[src/rtl/ps2_pkg.sv]
// rtl/ps2_pkg.sv - shared state encoding, keyboard command constants and parity helper for the PS/2 host transmitter
package ps2_pkg;

    typedef enum logic [2:0] {
        IDLE,
        INHIBIT,
        RTS,
        DATA,
        PARITY,
        STOP,
        ACK,
        WAIT_IDLE
    } ps2_tx_state_e;

    localparam logic [7:0] CMD_SET_LED = 8'hED;
    localparam logic [7:0] CMD_RESET   = 8'hFF;
    localparam logic [7:0] CMD_ECHO    = 8'hEE;
    localparam logic [7:0] RSP_ACK     = 8'hFA;

    // PS/2 frames carry odd parity: the parity bit makes the total count of ones odd.
    function automatic logic odd_parity(input logic [7:0] b);
        return ~^b;
    endfunction

endpackage

[src/rtl/ps2_sync.sv]
// rtl/ps2_sync.sv - two-flop synchronizer with falling-edge detect for one idle-high PS/2 line
module ps2_sync (
    input  logic clk,
    input  logic rst,
    input  logic din,
    output logic dout,
    output logic fall
);

    logic meta_q, sync_q, prev_q;
    logic meta_d, sync_d, prev_d;

    always_comb begin
        meta_d = din;
        sync_d = meta_q;
        prev_d = sync_q;
    end

    // Lines idle high, so reset to 1 to avoid a false edge when reset releases.
    always_ff @(posedge clk) begin
        if (rst) begin
            meta_q <= 1'b1;
            sync_q <= 1'b1;
            prev_q <= 1'b1;
        end else begin
            meta_q <= meta_d;
            sync_q <= sync_d;
            prev_q <= prev_d;
        end
    end

    assign dout = sync_q;
    assign fall = prev_q & ~sync_q;

endmodule

[src/rtl/ps2_host_tx.sv]
// rtl/ps2_host_tx.sv - PS/2 host-to-device byte transmitter driving open-drain clock/data enables
module ps2_host_tx
    import ps2_pkg::*;
#(
    parameter int CLK_FREQ   = 100_000_000,
    parameter int INHIBIT_US = 100,
    parameter int TIMEOUT_US = 2000
) (
    input  logic       clk,
    input  logic       rst,
    input  logic [7:0] tx_data,
    input  logic       tx_valid,
    output logic       tx_ready,
    input  logic       ps2_clk_i,
    input  logic       ps2_data_i,
    output logic       ps2_clk_oe,
    output logic       ps2_data_oe,
    output logic       tx_done,
    output logic       tx_err
);

    localparam int CYC_PER_US  = CLK_FREQ / 1_000_000;
    localparam int INHIBIT_CYC = CYC_PER_US * INHIBIT_US;
    localparam int TIMEOUT_CYC = CYC_PER_US * TIMEOUT_US;
    localparam int INH_W       = $clog2(INHIBIT_CYC) + 1;
    localparam int TO_W        = $clog2(TIMEOUT_CYC) + 1;
    localparam int BIT_W       = $clog2(8) + 1;

    localparam logic [INH_W-1:0] INH_LAST  = INH_W'(INHIBIT_CYC - 1);
    localparam logic [TO_W-1:0]  TO_LAST   = TO_W'(TIMEOUT_CYC - 1);
    localparam logic [BIT_W-1:0] BITS_SENT = BIT_W'(8);

    logic clk_sync, clk_fall, data_sync, unused_data_fall;

    ps2_sync u_clk_sync (
        .clk  (clk),
        .rst  (rst),
        .din  (ps2_clk_i),
        .dout (clk_sync),
        .fall (clk_fall)
    );

    ps2_sync u_data_sync (
        .clk  (clk),
        .rst  (rst),
        .din  (ps2_data_i),
        .dout (data_sync),
        .fall (unused_data_fall)
    );

    ps2_tx_state_e    state_q, state_d;
    logic [7:0]       shift_q, shift_d;
    logic             parity_q, parity_d;
    logic             cur_bit_q, cur_bit_d;
    logic [BIT_W-1:0] bit_cnt_q, bit_cnt_d;
    logic [INH_W-1:0] inh_cnt_q, inh_cnt_d;
    logic [TO_W-1:0]  to_cnt_q, to_cnt_d;
    logic             tx_done_q, tx_done_d;
    logic             tx_err_q, tx_err_d;

    always_ff @(posedge clk) begin
        if (rst) begin
            state_q   <= IDLE;
            shift_q   <= '0;
            parity_q  <= 1'b0;
            cur_bit_q <= 1'b0;
            bit_cnt_q <= '0;
            inh_cnt_q <= '0;
            to_cnt_q  <= '0;
            tx_done_q <= 1'b0;
            tx_err_q  <= 1'b0;
        end else begin
            state_q   <= state_d;
            shift_q   <= shift_d;
            parity_q  <= parity_d;
            cur_bit_q <= cur_bit_d;
            bit_cnt_q <= bit_cnt_d;
            inh_cnt_q <= inh_cnt_d;
            to_cnt_q  <= to_cnt_d;
            tx_done_q <= tx_done_d;
            tx_err_q  <= tx_err_d;
        end
    end

    always_comb begin
        state_d   = state_q;
        shift_d   = shift_q;
        parity_d  = parity_q;
        cur_bit_d = cur_bit_q;
        bit_cnt_d = bit_cnt_q;
        inh_cnt_d = inh_cnt_q;
        to_cnt_d  = to_cnt_q;
        tx_done_d = 1'b0;
        tx_err_d  = 1'b0;

        case (state_q)
            IDLE: begin
                inh_cnt_d = '0;
                to_cnt_d  = '0;
                bit_cnt_d = '0;
                if (tx_valid) begin
                    shift_d  = tx_data;
                    parity_d = odd_parity(tx_data);
                    state_d  = INHIBIT;
                end
            end
            INHIBIT: begin
                if (inh_cnt_q == INH_LAST) begin
                    inh_cnt_d = '0;
                    state_d   = RTS;
                end else begin
                    inh_cnt_d = inh_cnt_q + INH_W'(1);
                end
            end
            RTS: begin
                if (clk_fall) begin
                    cur_bit_d = shift_q[0];
                    shift_d   = {1'b0, shift_q[7:1]};
                    bit_cnt_d = BIT_W'(1);
                    state_d   = DATA;
                end
            end
            DATA: begin
                if (clk_fall) begin
                    if (bit_cnt_q == BITS_SENT) begin
                        cur_bit_d = parity_q;
                        state_d   = PARITY;
                    end else begin
                        cur_bit_d = shift_q[0];
                        shift_d   = {1'b0, shift_q[7:1]};
                        bit_cnt_d = bit_cnt_q + BIT_W'(1);
                    end
                end
            end
            PARITY: begin
                if (clk_fall) begin
                    state_d = STOP;
                end
            end
            STOP: begin
                if (clk_fall) begin
                    if (!data_sync) begin
                        state_d = ACK;
                    end else begin
                        tx_err_d = 1'b1;
                        state_d  = WAIT_IDLE;
                    end
                end
            end
            ACK: begin
                if (clk_sync && data_sync) begin
                    tx_done_d = 1'b1;
                    state_d   = IDLE;
                end
            end
            WAIT_IDLE: begin
                if (clk_sync && data_sync) begin
                    state_d = IDLE;
                end
            end
            default: state_d = IDLE;
        endcase

        // Device-clocked phases abort if the keyboard stops clocking; this overrides any ACK completion.
        if (state_q inside {RTS, DATA, PARITY, STOP, ACK}) begin
            if (clk_fall) begin
                to_cnt_d = '0;
            end else if (to_cnt_q == TO_LAST) begin
                to_cnt_d  = '0;
                tx_done_d = 1'b0;
                tx_err_d  = 1'b1;
                state_d   = IDLE;
            end else begin
                to_cnt_d = to_cnt_q + TO_W'(1);
            end
        end
    end

    always_comb begin
        ps2_clk_oe  = 1'b0;
        ps2_data_oe = 1'b0;
        tx_ready    = (state_q == IDLE);
        case (state_q)
            INHIBIT: begin
                ps2_clk_oe  = 1'b1;
                ps2_data_oe = (inh_cnt_q == INH_LAST);
            end
            RTS:          ps2_data_oe = 1'b1;
            DATA, PARITY: ps2_data_oe = ~cur_bit_q;
            default:      ps2_data_oe = 1'b0;
        endcase
    end

    assign tx_done = tx_done_q;
    assign tx_err  = tx_err_q;

endmodule
[config.mk]
export PLATFORM = sky130hd
export DESIGN_NAME = ps2_host_tx
export DESIGN_NICKNAME = d
export VERILOG_FILES = /design/src/rtl/ps2_pkg.sv /design/src/rtl/ps2_sync.sv /design/src/rtl/ps2_host_tx.sv
export SDC_FILE = /design/constraint.sdc
export NUM_CORES = 1
export LEC_CHECK = 0
export BUFFER_PORTS_ARGS = -buffer_cell sky130_fd_sc_hd__buf_2
export CAP_MARGIN = 40
export CORE_MARGIN = 2
export CORE_UTILIZATION = 40
export CTS_BUF_LIST = sky130_fd_sc_hd__clkbuf_8
export DETAILED_ROUTE_END_ITERATION = 8
export PLACE_DENSITY = 0.57
export SLEW_MARGIN = 25
export SYNTH_ARGS = -nofsm -noshare
export SYNTH_HDL_FRONTEND = slang
export SYNTH_SLANG_ARGS = --single-unit
[constraint.sdc]
create_clock -name clk -period 2.4 [get_ports clk]
set_clock_uncertainty 0.2 [all_clocks]
set_input_delay 0.36 -clock clk [delete_from_list [all_inputs] [get_ports clk]]
set_output_delay 0.36 -clock clk [all_outputs]
set_load 0.05 [all_outputs]
[Yosys cells after proc, flatten, opt, wreduce, memory -nomap -nowiden]
Cells that the tools add are included.
Cells by class
  reduce and logical (&&, ||, !) cells: 14
  multiplexer cells: 45
  bitwise gates (word level): 3
  eq/ne operators: 14
  $add $sub $neg: 3
Operator list (number)
  two-way mux 19 bit: 4
  two-way mux 3 bit: 11
  two-way mux 8 bit: 4
  one-hot mux 15 bit (2 select lines): 1
  one-hot mux 8 bit (3 select lines): 1
  one-hot mux 3 bit (7 select lines): 1
  adder 19 x 1 -> 19 bit, second input constant: 1
  equality test 19 x 18 -> 1 bit, second input constant: 1
  two-way mux 1 bit: 16
  adder 15 x 1 -> 15 bit, second input constant: 1
  equality test 15 x 14 -> 1 bit, second input constant: 1
  two-way mux 15 bit: 1
  equality test 3 bit, second input constant: 4
  two-way mux 4 bit: 3
  one-hot mux 4 bit (3 select lines): 1
  inequality test 2 bit, second input constant: 4
  XNOR reduction 8 bit: 1
  equality test 3 x 2 -> 1 bit, second input constant: 2
  nonzero test 2 bit: 3
  AND reduction 5 bit: 1
  nonzero test 5 bit: 1
  adder 4 x 1 -> 4 bit, second input constant: 1
  equality test 4 bit, second input constant: 1
  AND reduction 4 bit: 1
  11 further kinds: 13
Word-level totals
  bits in registers: 58
  output and inout bits: 5
  input bits: 13

[Logic depth before layout (Yosys ltp)]
  depth in word-level cells: 7
  gate-level depth with buffers: 8
  depth with buffers taken out: 7

[Cells and area by module]
A second synthesis with hierarchy kept.
Second synthesis, totals
  cells, all modules: 388
  area total of the unflattened synthesis: 3160.5 um^2
Modules (own cells, without submodules)
  ps2_host_tx: sequential area each 1061.0 um^2, times used 1, cells each 374, area each 2990.4 um^2
  ps2_sync: sequential area each 60.1 um^2, times used 2, cells each 7, area each 85.1 um^2

[Worst setup path after synthesis]
Ideal clock, no wire load.
  path kind: flip-flop to output port
  start: register inh_cnt_q[0]
  end: output ps2_data_oe
  data required time: 1840 ps
  stages on the path, launching flop included: 7
  path slack: -52 ps
  data arrival time: 1892 ps
  path through: dfxtp_1 -> ha_1 -> and4b_4 -> nand4_1 -> nor3_1 -> a21oi_1 -> o22ai_1
Between the ends
  longest elaborated chain between the ends: 2
RTL lines
  from (decl): RTL line ps2_host_tx.sv:56  | logic [INH_W-1:0] inh_cnt_q, inh_cnt_d;
  from (signal assigned): RTL line ps2_host_tx.sv:78  | inh_cnt_q <= inh_cnt_d;
  equality test 15 x 14 -> 1 bit: RTL line ps2_host_tx.sv:186  | ps2_data_oe = (inh_cnt_q == INH_LAST);
  one-hot mux 1 bit (3 select lines): RTL line ps2_host_tx.sv:183  | case (state_q)
  to (decl): RTL line ps2_host_tx.sv:17  | output logic ps2_data_oe,
Every way passes these cells.

[Worst setup path after layout]
  start: register inh_cnt_q[1]
  end: output ps2_data_oe
The elaborated chain is that of the path after synthesis.

==> summary.md <==
| Metric | Value |
|---|---|
| Final weighted congestion in routability-driven placement | 0.820 |
| Post-Syn Area per Cell | 7.99 um2 |
| Final WL | 6.78 mm |
| Time the final worst path needs with I/O delays and setup | 2.36 ns |
| Library cell used as clock root buffer | sky130_fd_sc_hd__clkbuf_8 |
| Post-synthesis cell type count | 54 |
| Cell count after synthesis | 375 |
| Critical path buffers and inverters | 1 |
| Series of cell instances along the critical path | ha_4 -> and4b_4 -> nand4_1 -> nor3_2 -> a21oi_1 -> o22ai_2 -> buf_6 |
| Required time reported for the critical path endpoint | 1.84 ns |
| Total global routing overflow | 0 |
| Worst-skew pair later-pin latency | 0.33 ns |
| Largest net degree at the start of global routing | 22 |
| Total die area | 8200 um2 |
| Wire length of the first global-routing pass | 11.7 mm |
| Summed instance area of the synthesized netlist | 3000 um2 |
| Buffer levels on the longest clock path | 2 |
| Hold crit path type | in -> reg |
| Num CTS Buffers | 9 |
| Final setup fails | 0 |
| Most common flop cell mapped by yosys | sky130_fd_sc_hd__dfxtp_1 |
| Starting DRT DRC Count | 228 |
| Crit end category | primary output |
| Via density | 5.29 |
| Fraction of synthesis flops using an asynchronous set or reset pin | 0% |
| Clock tree from TritonCTS | built |
| Biggest area consumer among synthesized cells | sky130_fd_sc_hd__dfxtp_1 |
| Highest clock frequency the design can meet | 0.424 GHz |
| Number of rows in the core area | 31 |
| Max Cap Violations | 0 |
| Number of cells in the finished layout apart from fillers | 510 |
| Vias post-DR | 2700 |
| Global routing usage summed across all routing layers | 17.3% |
| Number of remaining DRC errors | 0 |
| Fin nets | 424 |
| Core box area | 7250 um2 |
| Post-detailed-placement half-perimeter wirelength | 4.69 mm |
| Top cells by count, synth | 58 x sky130_fd_sc_hd__dfxtp_1, 48 x sky130_fd_sc_hd__nor2_1, 45 x sky130_fd_sc_hd__nand2_1 |
| Result of the run | complete, no violations |
| Path type of the worst setup path | reg -> out |
| Number of ports placed on the die boundary | 18 |
| Number of hold violations in the final report | 0 |
| Count of cell instances traversed by the critical path | 7 |
| Final-report max-slew violation count | 0 |
| Register-to-Register Setup Slack | 0.14 ns |
| Count leader, synth | sky130_fd_sc_hd__dfxtp_1 |
| Number of cell instances on the worst register-to-register path | 7 |
| Post-detailed-placement cell area | 3260 um2 |
| Share of final-layout standard cells stronger than drive strength 1 | 17.3% |
| Yosys synthesis warning count | 0 |
| Depth of the worst hold-timing path | 3 |
| Sink Count | 58 |
| Least-Margin Pin Slew | 0.435 ns |
| Final worst-path cycle share | 98.2% |
| Rel. slew slack | 71.0% |
| Count of placed standard cells including taps | 491 |
| Die height | 90.6 um |
| CP max stage delay | 0.37 ns |
| Maximum fanout along the worst path | 4 |
| Unrepaired setup endpoints after global routing | yes |
| Synth top area share | 38.7% |
| Post-synth EDFFs | 0 |
| Yosys reg bits | 58 |
| Critical path launch point type | register |
| Post-CTS clock slew at the launch and capture registers of the worst setup and hold paths | 0.06 ns |
| Input/output buffers | 17 |
| Number of global-route vias before repair | 2549 |
| Delay-heaviest family, CP | simple AND/OR/NAND/NOR gates |
| Number of antenna violations at the first check in global routing | 0 |
| Net count after synthesis | 392 |
| Maximum vdd ir drop | 392 uV |
| Initial core utilization | 41.3% |
| Layout Cell Area excl Fill | 3520 um2 |
| DRT antenna net count | 0 |
| Number of fill cells | 710 |
| Pre-antenna DRT Iters | 5 |
| Share of the yosys chip area belonging to registers | 38.7% |
| DIE WIDTH | 90.6 um |
| Lkg Pwr | 1.25 nW |
| Top post-synthesis cells by area | sky130_fd_sc_hd__dfxtp_1 39%, sky130_fd_sc_hd__nor2_1 6.0%, sky130_fd_sc_hd__nand2_1 5.6% |
| H-tree depth | 3 |
| Power density over the cells | 557 nW/um2 |
| Wire per inst | 13.3 um |
| Cell with the largest stage delay on the worst path | sky130_fd_sc_hd__dfxtp_4 |
| Arrival time of data at the critical path endpoint | 1.80 ns |
| Count of inserted antenna diode cells | 0 |
| Area growth syn-to-layout | 17.4% |
## where the power goes
group          internal [W]  switching [W]
clock              0.000416       0.000371
combinational     0.0000762       0.000101
sequential         0.000982      0.0000143
## repair_timing
action	in CTS	in global routing
endpoints found under the setup margin	1	2
buffers inserted	2	0
hold buffers	1	1
resized for setup	7	6
pin swaps	3	3
hold endpoints to repair	1	1
gates cloned	0	0
## cell type report
| class | instances | area (um2) | share of cell area (%) |
|---|---|---|---|
| clock buffer | 11 | 151 | 4.30 |
| clock inverter | 4 | 18.8 | 0.534 |
| inverter | 9 | 33.8 | 0.961 |
| multi-input combinational | 289 | 1740 | 49.4 |
| sequential | 58 | 1170 | 33.2 |
| tap | 99 | 124 | 3.52 |
| timing repair buffer | 40 | 284 | 8.08 |
## sequential cells by signal (all words and copies together) (netlist names)
register,flops
bit_cnt_q,4
cur_bit_q,1
inh_cnt_q,15
parity_q,1
shift_q,8
state_q,3
to_cnt_q,19
tx_done,1
tx_err,1
u_clk_sync.dout,1
u_clk_sync.meta_q,1
u_clk_sync.prev_q,1
u_data_sync.dout,1
u_data_sync.meta_q,1
## layer usage
layer / vias to the layer above / global-route usage (%) / part of all wire [%]
met4: 0 / 5.13 / 1.0
met5: - / 0 / 0
li1: 1401 / - / -
met2: 58 / 26.1 / 45
met3: 6 / 5.59 / 4.9
met1: 1235 / 23.5 / 49
## through the flow
stage	hold slack, ns	setup TNS, ns	utilization (%)	setup WS, ns	total power, W
final	0.115	0	48.5	0.0432	0.00196
after global routing	0.110	-0.0966	48.5	-0.0966	0.00204
after CTS	0.00108	0	48.1	0.00506	0.00198
after detailed placement	0.196	0	45.0	0.161	0.00119
after global placement	0.195	0	45.0	0.196	0.00119
after floorplan	0.189	0	-	0.227	0.00113
## final timing paths
| check | from | endpoint |
|---|---|---|
| setup / recovery | inh_cnt_q[1] | ps2_data_oe |
| hold / removal | tx_data[7] | shift_q[7] |
| setup reg to reg | bit_cnt_q[0] | bit_cnt_q[3] |
| hold reg to reg | u_data_sync.meta_q | u_data_sync.dout |
## worst register-to-register path, cell delays in order (launching register included)
cell and delay, ns:
sky130_fd_sc_hd__dfxtp_1 0.38, sky130_fd_sc_hd__inv_1 0.07, sky130_fd_sc_hd__ha_1 0.21, sky130_fd_sc_hd__nand3b_1 0.20, sky130_fd_sc_hd__a21oi_1 0.14, sky130_fd_sc_hd__a211o_1 0.36, sky130_fd_sc_hd__or4_1 0.49, sky130_fd_sc_hd__a21oi_1 0.14
## cell usage in the layout, fill, tap and decap left out, drive strengths merged, types with 9 or more instances in the layout
| cell type | instances |
|---|---|
| dfxtp | 58 |
| nand3 | 17 |
| o21ai | 15 |
| nor2 | 48 |
| nand2 | 45 |
| xnor2 | 15 |
| a21oi | 28 |
| inv | 10 |
| clkbuf | 12 |
| nor3 | 11 |
| a31oi | 9 |
| buf | 37 |
## cells by family after synthesis
kind of cell,count (synthesis),synth area share (%)
AND/OR/NAND/NOR,180,30.6
AO/OA/AOI/OAI,81,17.3
flip-flops,58,38.7
buffers and inverters,28,4.59
XOR/XNOR,23,6.72
adder cells (fa/ha/maj),4,1.67
multiplexers,1,0.334
No activity file was read; power rests on OpenSTA's default activity.
